### src/rtl/wdt_sleep_ctrl.sv
// Watchdog timer, prescaler and SLEEP/WAKE sequencer for the PIC16C5x core.
// Drives core stall, TO/PD status and the WDT reset request.
module wdt_sleep_ctrl #(
  parameter int unsigned WDT_BASE    = 256,
  parameter int unsigned WAKE_CYCLES = 4
) (
  input  logic       clk_i,
  input  logic       rst_i,
  input  logic       wdt_en_i,
  input  logic       exec_clrwdt_i,
  input  logic       exec_sleep_i,
  input  logic       option_wr_i,
  input  logic       option_psa_i,
  input  logic [2:0] option_ps_i,
  input  logic       wake_in_i,
  output logic       core_hold_o,
  output logic       wdt_reset_o,
  output logic       to_n_o,
  output logic       pd_n_o,
  output logic [1:0] ctrl_state_o
);

  localparam int unsigned CW = (WDT_BASE > 1) ? $clog2(WDT_BASE) : 1;
  localparam int unsigned WW = (WAKE_CYCLES > 1) ? $clog2(WAKE_CYCLES) : 1;
  localparam logic [CW-1:0] CNT_MAX = CW'(WDT_BASE - 1);
  localparam logic [WW-1:0] WK_MAX  = WW'(WAKE_CYCLES - 1);

  typedef enum logic [1:0] {
    ST_RUN   = 2'b00,
    ST_SLEEP = 2'b01,
    ST_WAKE  = 2'b10,
    ST_BAD   = 2'b11
  } state_e;

  state_e        state_q, state_d;
  logic [CW-1:0] cnt_q, cnt_d;
  logic [7:0]    pre_q, pre_d;
  logic [WW-1:0] wk_q, wk_d;
  logic          psa_q, psa_d;
  logic [2:0]    ps_q, ps_d;
  logic          to_n_q, to_n_d;
  logic          pd_n_q, pd_n_d;
  logic          wrst_q, wrst_d;
  logic          hold_q, hold_d;

  logic       tick;
  logic       pre_hit;
  logic       timeout;
  logic [7:0] pre_mask;

  always_comb begin
    tick     = wdt_en_i && (cnt_q == CNT_MAX);
    // prescaler terminal count is 2^ps - 1
    pre_mask = 8'hFF >> (4'd8 - {1'b0, ps_q});
    pre_hit  = (pre_q == pre_mask);
    timeout  = tick && (!psa_q || pre_hit) && !exec_clrwdt_i;
  end

  always_comb begin
    state_d = state_q;
    cnt_d   = wdt_en_i ? (tick ? '0 : cnt_q + 1'b1) : '0;
    pre_d   = pre_q;
    wk_d    = wk_q;
    psa_d   = psa_q;
    ps_d    = ps_q;
    to_n_d  = to_n_q;
    pd_n_d  = pd_n_q;
    wrst_d  = 1'b0;
    if (tick && psa_q) begin
      pre_d = pre_hit ? 8'd0 : pre_q + 8'd1;
    end
    case (state_q)
      ST_RUN: begin
        if (exec_sleep_i && !exec_clrwdt_i) begin
          state_d = ST_SLEEP;
          cnt_d   = '0;
          pre_d   = '0;
          to_n_d  = 1'b1;
          pd_n_d  = 1'b0;
        end else if (timeout) begin
          wrst_d = 1'b1;
          to_n_d = 1'b0;
        end
      end
      ST_SLEEP: begin
        if (timeout) to_n_d = 1'b0;
        if (timeout || wake_in_i) begin
          state_d = ST_WAKE;
          wk_d    = '0;
        end
      end
      ST_WAKE: begin
        if (timeout) to_n_d = 1'b0;
        if (wk_q == WK_MAX) begin
          state_d = ST_RUN;
          wk_d    = '0;
        end else begin
          wk_d = wk_q + 1'b1;
        end
      end
      default: begin
        state_d = ST_RUN;
        wk_d    = '0;
      end
    endcase
    if (timeout) begin
      cnt_d = '0;
      pre_d = '0;
    end
    if (option_wr_i) begin
      psa_d = option_psa_i;
      ps_d  = option_ps_i;
      pre_d = '0;
    end
    if (exec_clrwdt_i) begin
      cnt_d  = '0;
      pre_d  = '0;
      to_n_d = 1'b1;
      pd_n_d = 1'b1;
    end
    hold_d = (state_d != ST_RUN);
  end

  always_ff @(posedge clk_i) begin
    if (rst_i) begin
      state_q <= ST_RUN;
      cnt_q   <= '0;
      pre_q   <= '0;
      wk_q    <= '0;
      psa_q   <= 1'b1;
      ps_q    <= 3'b111;
      to_n_q  <= 1'b1;
      pd_n_q  <= 1'b1;
      wrst_q  <= 1'b0;
      hold_q  <= 1'b0;
    end else begin
      state_q <= state_d;
      cnt_q   <= cnt_d;
      pre_q   <= pre_d;
      wk_q    <= wk_d;
      psa_q   <= psa_d;
      ps_q    <= ps_d;
      to_n_q  <= to_n_d;
      pd_n_q  <= pd_n_d;
      wrst_q  <= wrst_d;
      hold_q  <= hold_d;
    end
  end

  assign core_hold_o  = hold_q;
  assign wdt_reset_o  = wrst_q;
  assign to_n_o       = to_n_q;
  assign pd_n_o       = pd_n_q;
  assign ctrl_state_o = state_q;

endmodule
### config.mk
export PLATFORM = sky130hd
export DESIGN_NAME = wdt_sleep_ctrl
export DESIGN_NICKNAME = d
export VERILOG_FILES = /design/src/rtl/wdt_sleep_ctrl.sv
export SDC_FILE = /design/constraint.sdc
export NUM_CORES = 1
export LEC_CHECK = 0
export ABC_AREA = 1
export BUFFER_PORTS_ARGS = -buffer_cell sky130_fd_sc_hd__buf_2
export CAP_MARGIN = 40
export CORE_ASPECT_RATIO = 1.4
export CORE_MARGIN = 5
export CORE_UTILIZATION = 54
export CTS_BUF_LIST = sky130_fd_sc_hd__clkbuf_4 sky130_fd_sc_hd__clkbuf_8
export CTS_CLUSTER_SIZE = 28
export DETAILED_ROUTE_END_ITERATION = 10
export GPL_ROUTABILITY_DRIVEN = 1
export PLACE_DENSITY_LB_ADDON = 0.12
export SLEW_MARGIN = 10
export SYNTH_ARGS = -nofsm -noshare
export SYNTH_HDL_FRONTEND = slang
export SYNTH_SLANG_ARGS = --single-unit
### constraint.sdc
create_clock -name clk_i -period 2.3 [get_ports clk_i]
set_clock_uncertainty 0.15 [all_clocks]
set_input_delay 0.115 -clock clk_i [delete_from_list [all_inputs] [get_ports clk_i]]
set_output_delay 0.115 -clock clk_i [all_outputs]
set_load 0.02 [all_outputs]
======== Yosys cells after proc, flatten, opt, wreduce, memory -nomap -nowiden ========
Index checks and enable logic that the tools add are counted.
word-level totals
  bits in registers ....................... 28
  input bits .............................. 11
  logic and storage cells ................. 60
cells by class
  $add $sub $neg .......................... 4
  eq/ne operators ......................... 6
  shift-type cells ........................ 1
  muxes and demuxes ....................... 19
  bitwise gates (word level) .............. 1
  reductions and logical operators ........ 19
operators by type and width
  cell                                                                    count
  8-bit 2-to-1 mux                                                        8
  8-bit by 1-bit adder with 8-bit output (second input constant)          2
  2-bit case mux with 3 select lines                                      2
  2-bit 2-to-1 mux                                                        5
  8-bit equality test                                                     1
  8-bit equality test (second input constant)                             1
  8-bit by 4-bit right shift with 8-bit output (first input constant)     1
  3-bit OR reduction                                                      2
  1-bit logical AND                                                       5
  2-bit equality test (second input constant)                             2
  2-bit AND reduction                                                     2
  2-bit nonzero test                                                      2
  2-bit OR reduction                                                      2
  4-bit OR reduction                                                      1
  4-bit by 3-bit subtractor with 4-bit output (first input constant)      1
  1-bit 2-to-1 mux                                                        3
  2-bit by 1-bit adder with 2-bit output (second input constant)          1
  2-bit by 1-bit equality test with 1-bit output (second input constant)  1
  1-bit logical NOT                                                       2
  2-bit logical NOT                                                       1
  1-bit logical OR                                                        2
  2-bit != test (second input constant)                                   1
  1-bit case mux with 2 select lines                                      1
  1-bit NOT                                                               1

======== Logic depth before layout (Yosys ltp) ========
Gate-level depths: netlist (run 1).
  word-level depth ........................ 10
  depth in mapped cells ................... 19

======== Worst setup path before layout (run 1) ========
No wires, ideal clock.
  path kind ............................... reg2reg
  start point ............................. register ps_q[0]
  end point ............................... register to_n_q, in the netlist to_n_o
  library setup time ...................... 150 ps
  arrival time ............................ 1846 ps
  data required time ...................... 2000 ps
  slack ................................... 155 ps
  cell stages (with the launch flop) ...... 15
  path buffers ............................ 0
  period minus slack after synthesis ...... 2145 ps
  path through ............................ dfxtp_1 inv_1 ha_1 ha_1 inv_1 nand2_1 nand3_1 nand2_1 nand3_1 nor2_1 nand2_2 nand2_1 nand2_4 o21ai_0 o311ai_0
between the ends
  cells in the longest elaborated chain, start to end .. 9
ends and longest elaborated chain
  what                                            line  source
  start: declaration                              40    logic [2:0] ps_q, ps_d;
  start signal: assignment                        142   ps_q <= ps_d;
  4-bit by 3-bit subtractor with 4-bit output *   54    pre_mask = 8'hFF >> (4'd8 - {1'b0, ps_q});
  8-bit by 4-bit right shift with 8-bit output *  54
  8-bit equality test *                           55    pre_hit = (pre_q == pre_mask);
  1-bit logical OR *                              56    timeout = tick && (!psa_q || pre_hit) && !exec_clrwdt_i;
  1-bit logical AND * (2 in series)               56
  1-bit 2-to-1 mux *                              -
  1-bit 2-to-1 mux                                -
  1-bit case mux with 2 select lines *            -
  end signal: assignment                          143   to_n_q <= to_n_d;
  end: declaration                                41    logic to_n_q, to_n_d;
Every way passes the cells marked *; elsewhere a longest branch is shown, timed or not.
A chain may end at the register's enable or synchronous reset.

==> metrics.md, run 1 <==
| Metric | Value |
|---|---|
| Max Transition Viols Final | `0` |
| Port bufs | `16` |
| RSZ-0062 raised after global routing | `false` |
| Number of synthesized flops with an enable pin | `0` |
| Sinks on the clock net | `28` |
| DRT Wirelength | `3350 µm` |
| Worst-Margin Slew | `0.368 ns` |
| DRT Pass-1 Iters | `4` |
| Commonest cells in the netlist | `nand2_1, inv_1, dfxtp_1, nor2_1, nand3_1` |
| First-pass GRT wire length | `5970 µm` |
| Slew headroom | `75.4%` |
| Die Footprint | `4210 µm²` |
| Worst reg2reg setup slack | `0.19 ns` |
| Clk slew on worst S/H paths | `0.09 ns` |
| Crit-path max FO | `7` |
| Crit Path Category | `primary input to flop` |
| Vias per cell | `5.02` |
| Crit end category | `flop` |
| Iter 0 DRT Violations | `63` |
| Std-Cell Rows | `23` |
| Clock Latency Late Sink | `0.27 ns` |
| Power Dens Cells | `529 nW/µm²` |
| Startpoint Class | `primary input` |
| Register area share after synthesis | `34.6%` |
| Top-level I/O count | `17` |
| Required @ worst endpoint | `2.31 ns` |
| Ys flop type | `dfxtp_1` |
| DRC | `0` |
| Overflow after GRT | `0` |
| Final Critical Period | `2.20 ns` |
| Cell with the most instances after synthesis | `nand2_1` |
| Number of max-cap violations | `0` |
| Mapped Nets | `243` |
| Total number of vias | `1462` |
| Remaining antenna violation count | `0` |
| Layout cells sized above 1 | `21.3%` |
| Status | `finished, final reports clean` |
| Die width | `56.3 µm` |
| Top cells by area, synth | `dfxtp_1, nand2_1, ha_1` |
| Number of fillers in the final layout | `247` |
| Chip height | `74.8 µm` |
| Max clock buf depth | `2` |
| Pleak | `0.896 nW` |
| Core footprint | `2880 µm²` |
| FFs w/ async S/R, synth | `0%` |
| Yosys cell types | `30` |
| N_diodes | `0` |
| CTS tree | `done` |
| CP arrival | `2.21 ns` |
| Crit share post-route | `95.6%` |
| Largest net degree at the start of global routing | `17` |
| Synth Register Bits | `28` |
| Syn avg cell area | `7.34 µm²` |
| Min-delay worst type | `primary input to flop` |
| Post-DP HPWL | `2500 µm` |
| Number of H-tree levels | `1` |
| Setup TNS | `0 ns` |
| Starting Density | `56.3%` |
| Post-Syn Area | `1620 µm²` |
| Vias in the first global route | `1387` |
| YS warnings | `0` |
| Initial antenna violation count | `0` |
| Number of CTS-inserted buffers | `3` |
| Root Buffer | `clkbuf_8` |
| Final GP Congestion | `0.793` |
| Final net count | `277` |
| GRT Util Overall | `17.5%` |
| Peak supply drop | `0.426 mV` |
| Final Hold Viols | `0` |
| WL/cell | `11.5 µm` |
| Final setup vio count | `0` |
| Area growth syn-to-layout | `22.3%` |
| Synth top area share | `34.6%` |
| Leading area contributor after synthesis | `dfxtp_1` |
| Max frequency | `455 MHz` |
| Worst-case hold slack | `0.0375 ns` |
| Mapped Cells | `221` |
==> layout by cell type, fill, tap and decap left out, types with 3 or more instances in the layout <==
master	n
ha_1	9
nand3_1	17
nor2_2	4
nand4_1	5
nor2_4	3
a21oi_1	13
nand2_1	40
nor3_1	6
buf_2	16
nand2_2	8
inv_2	4
xor2_1	3
nor4_1	3
clkbuf_8	3
nor2_1	18
dlygate4sd3_1	12
dfxtp_1	26
inv_1	32
o21ai_0	8
==> area by class of cell <==
class	instances	area, µm²	area share (%)
Sequential cell	28	563	28.4
Clock buffer	3	41.3	2.08
Inverter	36	135	6.81
Clock inverter	1	30.0	1.51
Timing Repair Buffer	30	215	10.9
Multi-Input combinational cell	156	952	48.0
Tap cell	37	46.3	2.33
==> worst paths after layout <==
check        startpoint        to  cells past startpoint
max reg2reg     ps_q[1]    to_n_o                     14
min            wdt_en_i  cnt_q[6]                      3
min reg2reg      pd_n_o    pd_n_o                      2
max               rst_i   ps_q[1]                      6
==> critical path, cell delays in order <==
cell           delay, ns
dlygate4sd3_1       0.53
buf_2               0.17
a21oi_1             0.15
dlygate4sd3_1       0.57
o21ai_0             0.09
dlygate4sd3_1       0.57
==> metrics by stage <==
stage	power, mW	worst slack, ns	cell area (µm²)	cells	util (%)
6_report	1.05	0.100	1980	291	68.9
5_1_grt	1.11	0.00710	1980	291	68.9
4_1_cts	1.06	0.0406	1960	291	68.0
3_5_place_dp	0.652	-0.00145	1750	275	60.9
3_3_place_gp	0.649	0.0694	1750	275	60.9
2_1_floorplan	0.612	0.155	1620	221	-
==> registers in the layout (all words and copies together) (netlist names) <==
name,cells
pd_n_o,1
psa_q,1
wk_q,2
core_hold_o,1
ps_q,3
pre_q,8
to_n_o,1
cnt_q,8
ctrl_state_o,2
wdt_reset_o,1
==> power breakdown <==
part | switching (mW) | total, mW | internal [mW]
sequential | 0.0109 | 0.511 | 0.500
clock | 0.146 | 0.379 | 0.233
combinational | 0.0911 | 0.159 | 0.0683
total | 0.248 | 1.05 | 0.801
==> metal layers <==
layer	GRT usage (%)	part of all wire [%]	wire length (µm)
met5	0	0	0
met3	2.92	3.2	106
met2	32.0	51	1700
met1	20.9	45	1500
met4	5.80	1.3	44
==> cells by family (layout without fill, tap and decap cells) <==
family	count (synthesis)	count (layout)	share of synthesized area [%]
simple gates	115	115	37.0
buf+inv	37	70	9.03
flops	28	28	34.6
compound gates	25	25	8.18
fa+ha+maj	11	11	8.49
xor+xnor	5	5	2.70
==> repair_timing <==
item | 4_1_cts | 5_1_grt
setup buffers | 0 | 0
hold buffers | 12 | 0
pin swaps | 0 | 3
gates resized for setup | 1 | 11
setup endpoints to repair | 2 | 23
endpoints found under the hold margin | 5 | 0
No activity file was read; power rests on OpenSTA's default activity.
==> run 2: changes to the inputs <==
--- a/config.mk
+++ b/config.mk
@@ -10,7 +10,7 @@
 export CAP_MARGIN = 40
 export CORE_ASPECT_RATIO = 1.4
 export CORE_MARGIN = 5
-export CORE_UTILIZATION = 54
+export CORE_UTILIZATION = 48
 export CTS_BUF_LIST = sky130_fd_sc_hd__clkbuf_4 sky130_fd_sc_hd__clkbuf_8
 export CTS_CLUSTER_SIZE = 28
 export DETAILED_ROUTE_END_ITERATION = 10
==> run 2 against run 1 <==
Against the previous run: total power decreased by 12%; clock power is 33% lower; worst setup slack gained 0.013 ns; critical endpoint is now ps_q[2]; fmax is 0.59% higher; non-clock buffer count rose by 1; largest cell class unchanged; worst hold slack worse by 0.031 ns; final cell count grew 1.0%; critical path type unchanged; sequential power about the same; highest routed layer unchanged; die area grew 10%; largest power group unchanged; final area decreased by 2.1%.
==> metrics.md, run 2 (synthesized netlist as in run 1, its figures left out) <==
| Metric | Value |
|---|---|
| Hold Path Stages | `3 (unchanged)` |
| Power share of the combinational group | `16.8% (+1.6 points)` |
| Crit end category | `flop` |
| Top-level I/O count | `17 (unchanged)` |
| Vias per cell | `4.83 (-3.9%)` |
| Layout cells sized above 1 | `20.5% (-0.79 points)` |
| DRT Wirelength | `3230 µm (-3.5%)` |
| Crit share post-route | `95.1% (-0.56 points)` |
| N_diodes | `0 (unchanged)` |
| Multi-input gate area | `935 µm² (-1.8%)` |
| Worst-Margin Slew | `0.356 ns (-0.0122 ns)` |
| Number of max-cap violations | `0 (unchanged)` |
| Top Registers | `cnt_q x8, pre_q x8, ps_q x3` |
| Iter 0 DRT Violations | `54 (-14%)` |
| Crit Path Category | `primary input to flop` |
| Most used cell, CP | `dlygate4sd3_1` |
| Std-Cell Rows | `25 (+8.7%)` |
| Crit-path cells | `dlygate4sd3_1 > buf_2 > a21oi_1 > dlygate4sd3_1 > o21ai_0 > dlygate4sd3_1` |
| Port bufs | `16 (unchanged)` |
| Starting Density | `48.9% (-7.4 points)` |
| Sinks on the clock net | `28 (unchanged)` |
| Largest net degree at the start of global routing | `15 (-2)` |
| Slew headroom | `76.2% (+0.82 points)` |
| WL/cell | `11.0 µm (-4.5%)` |
| Final net count | `278 (+0.36%)` |
| DRT Pass-1 Iters | `4 (unchanged)` |
| Vias in the first global route | `1332 (-4.0%)` |
| Peak supply drop | `0.398 mV (-6.7%)` |
| Number of CTS-inserted buffers | `3 (unchanged)` |
| Crit-path max FO | `7 (unchanged)` |
| Chip height | `78.8 µm (+5.3%)` |
| Internal Pwr Total | `684 µW (-15%)` |
| Final Critical Period | `2.19 ns (-0.0129 ns)` |
| CTS tree | `done` |
| Max frequency | `457 MHz (+0.59%)` |
| Final worst-path setup slack | `0.113 ns (+0.0129 ns)` |
| Core footprint | `3320 µm² (+15%)` |
| Clk slew on worst S/H paths | `0.09 ns (about the same)` |
| Startpoint Class | `primary input` |
| Commonest non-fill, non-tap cell in the layout | `nand2_1` |
| Die width | `59.1 µm (+5.0%)` |
| Reg2Reg Depth | `16 (+2)` |
| Clock network fraction of design power | `27.7% (-8.4 points)` |
| Initial antenna violation count | `0 (unchanged)` |
| DRC | `0 (unchanged)` |
| Final GP Congestion | `0.781 (-1.5%)` |
| Crit path max-delay cell type | `dlygate4sd3_1` |
| Total number of vias | `1419 (-2.9%)` |
| Register Area | `563 µm² (unchanged)` |
| Final setup vio count | `0 (unchanged)` |
| GRT Util Overall | `15.2% (-2.3 points)` |
| Required @ worst endpoint | `2.31 ns (about the same)` |
| Clock Latency Late Sink | `0.27 ns (about the same)` |
| Sw Share | `25.5% (+1.9 points)` |
| Die Footprint | `4660 µm² (+10%)` |
| Number of fillers in the final layout | `322 (+30%)` |
| Status | `finished, final reports clean` |
| First-pass GRT wire length | `5640 µm (-5.5%)` |
| Pleak | `0.890 nW (-0.69%)` |
| Most frequent cells in the layout | `nand2_1, inv_1, dfxtp_1, nor2_1, nand3_1` |
| Final Hold Viols | `0 (unchanged)` |
| Overflow after GRT | `0 (unchanged)` |
| Min-delay worst type | `primary input to flop` |
| Max Transition Viols Final | `0 (unchanged)` |
| Worst-case hold slack | `0.00633 ns (-0.0312 ns)` |
| CP arrival | `2.20 ns (about the same)` |
| Share of total power in sequential cells | `55.5% (+6.8 points)` |
| Post-DP HPWL | `2530 µm (+1.4%)` |
| Area growth syn-to-layout | `19.8%` |
| Psw | `235 µW (-5.6%)` |
| Remaining antenna violation count | `0 (unchanged)` |
| Setup WS pre-CTS | `0.0131 ns (+0.0145 ns)` |
| Slowest stage delay, CP | `0.57 ns (about the same)` |
| Power Dens Cells | `473 nW/µm² (-11%)` |
| Max clock buf depth | `2 (unchanged)` |
| Root Buffer | `clkbuf_8` |
| Number of H-tree levels | `1 (unchanged)` |
## run 2: per-layer routing
layer | routed length [µm] | track usage (%) | share of wire, %
met4 | 29 | 3.40 | 0.90
met5 | 0 | 0 | 0
met3 | 69 | 2.28 | 2.1
met1 | 1420 | 19.0 | 44
met2 | 1710 | 27.0 | 53
## run 2: cell type report
class / count / share of cell area, %
flip-flops and latches: 28 / 29.0
repair buffers: 31 / 11.2
inverters: 36 / 6.96
clock buffers: 3 / 2.13
multi-input cells: 156 / 48.1
well taps: 40 / 2.58
## run 2: path summary, 6_finish.rpt
kind	startpoint	end	slack [ns]
min reg2reg	pd_n_o	pd_n_o	0.30
min	option_wr_i	psa_q	0.006
max reg2reg	ps_q[0]	wk_q[1]	0.15
max	rst_i	ps_q[2]	0.11
## run 2: repair_timing
item	CTS	global route
gates resized for setup	0	9
setup buffers	0	2
hold buffers	10	0
setup endpoints to repair	0	23
hold endpoints to repair	5	0
## run 2: worst max-delay path: cells and delay by family
family                 cells  cell delay, ns
AO/OA/AOI/OAI              2            0.23
buffers and inverters      4            1.84
## run 2: power by group through the flow
| stage | registers (mW) | logic (mW) | clock network [mW] |
|---|---|---|---|
| floorplan | 0.525 | 0.0868 | 0 |
| global placement | 0.521 | 0.131 | 0 |
| detailed placement | 0.520 | 0.132 | 0 |
| CTS | 0.509 | 0.147 | 0.265 |
| global route | 0.512 | 0.177 | 0.285 |
| finish | 0.509 | 0.154 | 0.255 |
## run 2: metrics by stage
step | utilization, % | power, mW | cell area [µm²] | std cells | TNS [ns]
floorplan | - | 0.612 | 1620 | 221 | 0
global placement | 53.2 | 0.651 | 1760 | 279 | 0
detailed placement | 53.2 | 0.652 | 1760 | 279 | 0
CTS | 57.4 | 0.921 | 1900 | 292 | 0
global route | 58.6 | 0.974 | 1940 | 294 | -0.00104
finish | 58.6 | 0.919 | 1940 | 294 | 0
==> run 3: changes to the inputs <==
--- a/config.mk
+++ b/config.mk
@@ -11,10 +11,10 @@
 export CORE_ASPECT_RATIO = 1.4
 export CORE_MARGIN = 5
 export CORE_UTILIZATION = 48
-export CTS_BUF_LIST = sky130_fd_sc_hd__clkbuf_4 sky130_fd_sc_hd__clkbuf_8
 export CTS_CLUSTER_SIZE = 28
 export DETAILED_ROUTE_END_ITERATION = 10
 export GPL_ROUTABILITY_DRIVEN = 1
+export HOLD_SLACK_MARGIN = 0.1
 export PLACE_DENSITY_LB_ADDON = 0.12
 export SLEW_MARGIN = 10
 export SYNTH_ARGS = -nofsm -noshare
==> run 3 against run 2 <==
Against the previous run: clock power about the same; count of clock-buffer cells in the layout unchanged; via count up 2.3%; register-to-register slack about the same; final cell count up 2.0%; critical path type unchanged; largest cell class unchanged.
==> metrics.md, run 3 (synthesized netlist as in run 1, its figures left out) <==
| Metric | Value |
|---|---|
| Clock Latency Late Sink | `0.27 ns (about the same)` |
| DRT Wirelength | `3310 µm (+2.5%)` |
| Crit Path Category | `primary input to flop` |
| Crit share post-route | `96.0% (+0.96 points)` |
| Root Buffer | `clkbuf_8` |
| Sinks on the clock net | `28 (unchanged)` |
| GRT Util Overall | `15.6% (+0.33 points)` |
| Std-Cell Rows | `25 (unchanged)` |
| Final worst-path setup slack | `0.0910 ns (-0.0222 ns)` |
| Starting Density | `48.9% (unchanged)` |
| Startpoint Class | `primary input` |
| Top-level I/O count | `17 (unchanged)` |
| WL/cell | `11.0 µm (+0.46%)` |
| Final core occ | `60.4% (+1.8 points)` |
| Hold_sp | `exec_sleep_i` |
| Final net count | `284 (+2.2%)` |
| Vias per cell | `4.84 (+0.28%)` |
| Port bufs | `16 (unchanged)` |
| DRC | `0 (unchanged)` |
| Status | `finished, final reports clean` |
| CTS tree | `done` |
| Fin area | `2000 µm² (+3.1%)` |
| Final setup vio count | `0 (unchanged)` |
| Top Registers | `cnt_q x8, pre_q x8, ps_q x3` |
| Cell Area, Placed | `1760 µm² (unchanged)` |
| Remaining antenna violation count | `0 (unchanged)` |
| Pleak | `0.913 nW (+2.6%)` |
| N_diodes | `0 (unchanged)` |
| Max Transition Viols Final | `0 (unchanged)` |
| Initial antenna violation count | `0 (unchanged)` |
| Final GP Congestion | `0.781 (unchanged)` |
| Layout cells sized above 1 | `20.0% (-0.47 points)` |
| R2R Path End | `wk_q[1]` |
| Setup WS pre-CTS | `0.0131 ns (unchanged)` |
| First-pass GRT wire length | `5760 µm (+2.2%)` |
| Hold path endpoint | `wdt_reset_o` |
| Slew headroom | `76.2% (about the same)` |
| Worst reg2reg setup slack | `0.15 ns (about the same)` |
| Die width | `59.1 µm (unchanged)` |
| Final Hold Viols | `0 (unchanged)` |
| Number of max-cap violations | `0 (unchanged)` |
| DRT Pass-1 Iters | `4 (unchanged)` |
| Post-DP HPWL | `2530 µm (unchanged)` |
| Vias in the first global route | `1376 (+3.3%)` |
| Largest net degree at the start of global routing | `15 (unchanged)` |
| Number of fillers in the final layout | `316 (-1.9%)` |
| Chip height | `78.8 µm (unchanged)` |
| Worst-Margin Slew | `0.356 ns (+0.0000143 ns)` |
| Min-delay worst type | `primary input to flop` |
| Commonest non-fill, non-tap cell in the layout | `nand2_1` |
| Worst r2r src | `ps_q[0]` |
| CP arrival | `2.22 ns (+0.02 ns)` |
| Overflow after GRT | `0 (unchanged)` |
| Required @ worst endpoint | `2.31 ns (about the same)` |
| Peak supply drop | `0.406 mV (+2.0%)` |
| Max frequency | `453 MHz (-1.0%)` |
| Reg2Reg Depth | `16 (unchanged)` |
| Total number of vias | `1452 (+2.3%)` |
| Most frequent cells in the layout | `nand2_1, inv_1, dfxtp_1, nor2_1, nand3_1` |
| Crit end category | `flop` |
| Iter 0 DRT Violations | `41 (-24%)` |
| Area growth syn-to-layout | `23.5%` |
| Max clock buf depth | `2 (unchanged)` |
| Clk slew on worst S/H paths | `0.09 ns (about the same)` |
| Hold Path Stages | `4 (+1)` |
| Number of H-tree levels | `1 (unchanged)` |
| Core footprint | `3320 µm² (unchanged)` |
| Power Dens Cells | `464 nW/µm² (-2.0%)` |
| Die Footprint | `4660 µm² (unchanged)` |
| Final Critical Period | `2.21 ns (+0.0222 ns)` |
| Number of CTS-inserted buffers | `3 (unchanged)` |
| Crit-path max FO | `7 (unchanged)` |
run 3: cell types whose count changed in the layout (fill, tap and decap cells not counted), sizes merged:
cell / previous run / this run
dlygate4sd3: 10 / 16
run 3: how the worst max path moves through the flow:
stage / endpoint / startpoint / cells after the start
2_1_floorplan: to_n_o / ps_q[0] / 14
3_3_place_gp: to_n_o / ps_q[1] / 14
3_5_place_dp: to_n_o / ps_q[1] / 14
4_1_cts: to_n_o / ps_q[1] / 14
5_1_grt: core_hold_o / ps_q[1] / 16
6_report: ps_q[2] / rst_i / 6
run 3: routing by layer:
| metal | share of wire, % | track usage [%] |
|---|---|---|
| met4 | 1.4 | 4.54 |
| met5 | 0 | 0 |
| met3 | 2.1 | 2.44 |
| met1 | 43 | 18.9 |
| met2 | 54 | 27.5 |
run 3: area by class of cell:
cell class / count / area [µm²] / area share [%]
inverters: 36 / 135 / 6.75
flip-flops and latches: 28 / 563 / 28.1
clock buffers: 3 / 41.3 / 2.06
repair buffers: 37 / 278 / 13.9
multi-input cells: 156 / 935 / 46.7
well taps: 40 / 50.0 / 2.50
run 3: worst max-delay path: stages:
cell and delay [ns]:
dlygate4sd3_1 0.53, buf_2 0.17, a21oi_1 0.14, dlygate4sd3_1 0.57
o21ai_0 0.11, dlygate4sd3_1 0.58
run 3: per-stage QoR:
step                total power [mW]  instances  hold WS, ns   TNS, ns
detailed placement             0.652        279        0.181         0
finish                         0.928        300        0.123         0
floorplan                      0.612        221       0.0437         0
global route                   0.983        300        0.180  -0.00104
global placement               0.651        279        0.181         0
CTS                            0.929        298        0.115         0
run 3: repair_timing:
action                                 in CTS  in global routing
setup buffers                               0                  2
hold buffers                               16                  0
setup endpoints to repair                   0                 23
gates resized for setup                     0                  9
endpoints found under the hold margin      11                  0
run 3: power breakdown:
group	internal [mW]	leakage [nW]	switching (mW)
sequential	0.500	0.227	0.00972
combinational	0.0743	0.665	0.0894
clock	0.117	0.0216	0.138
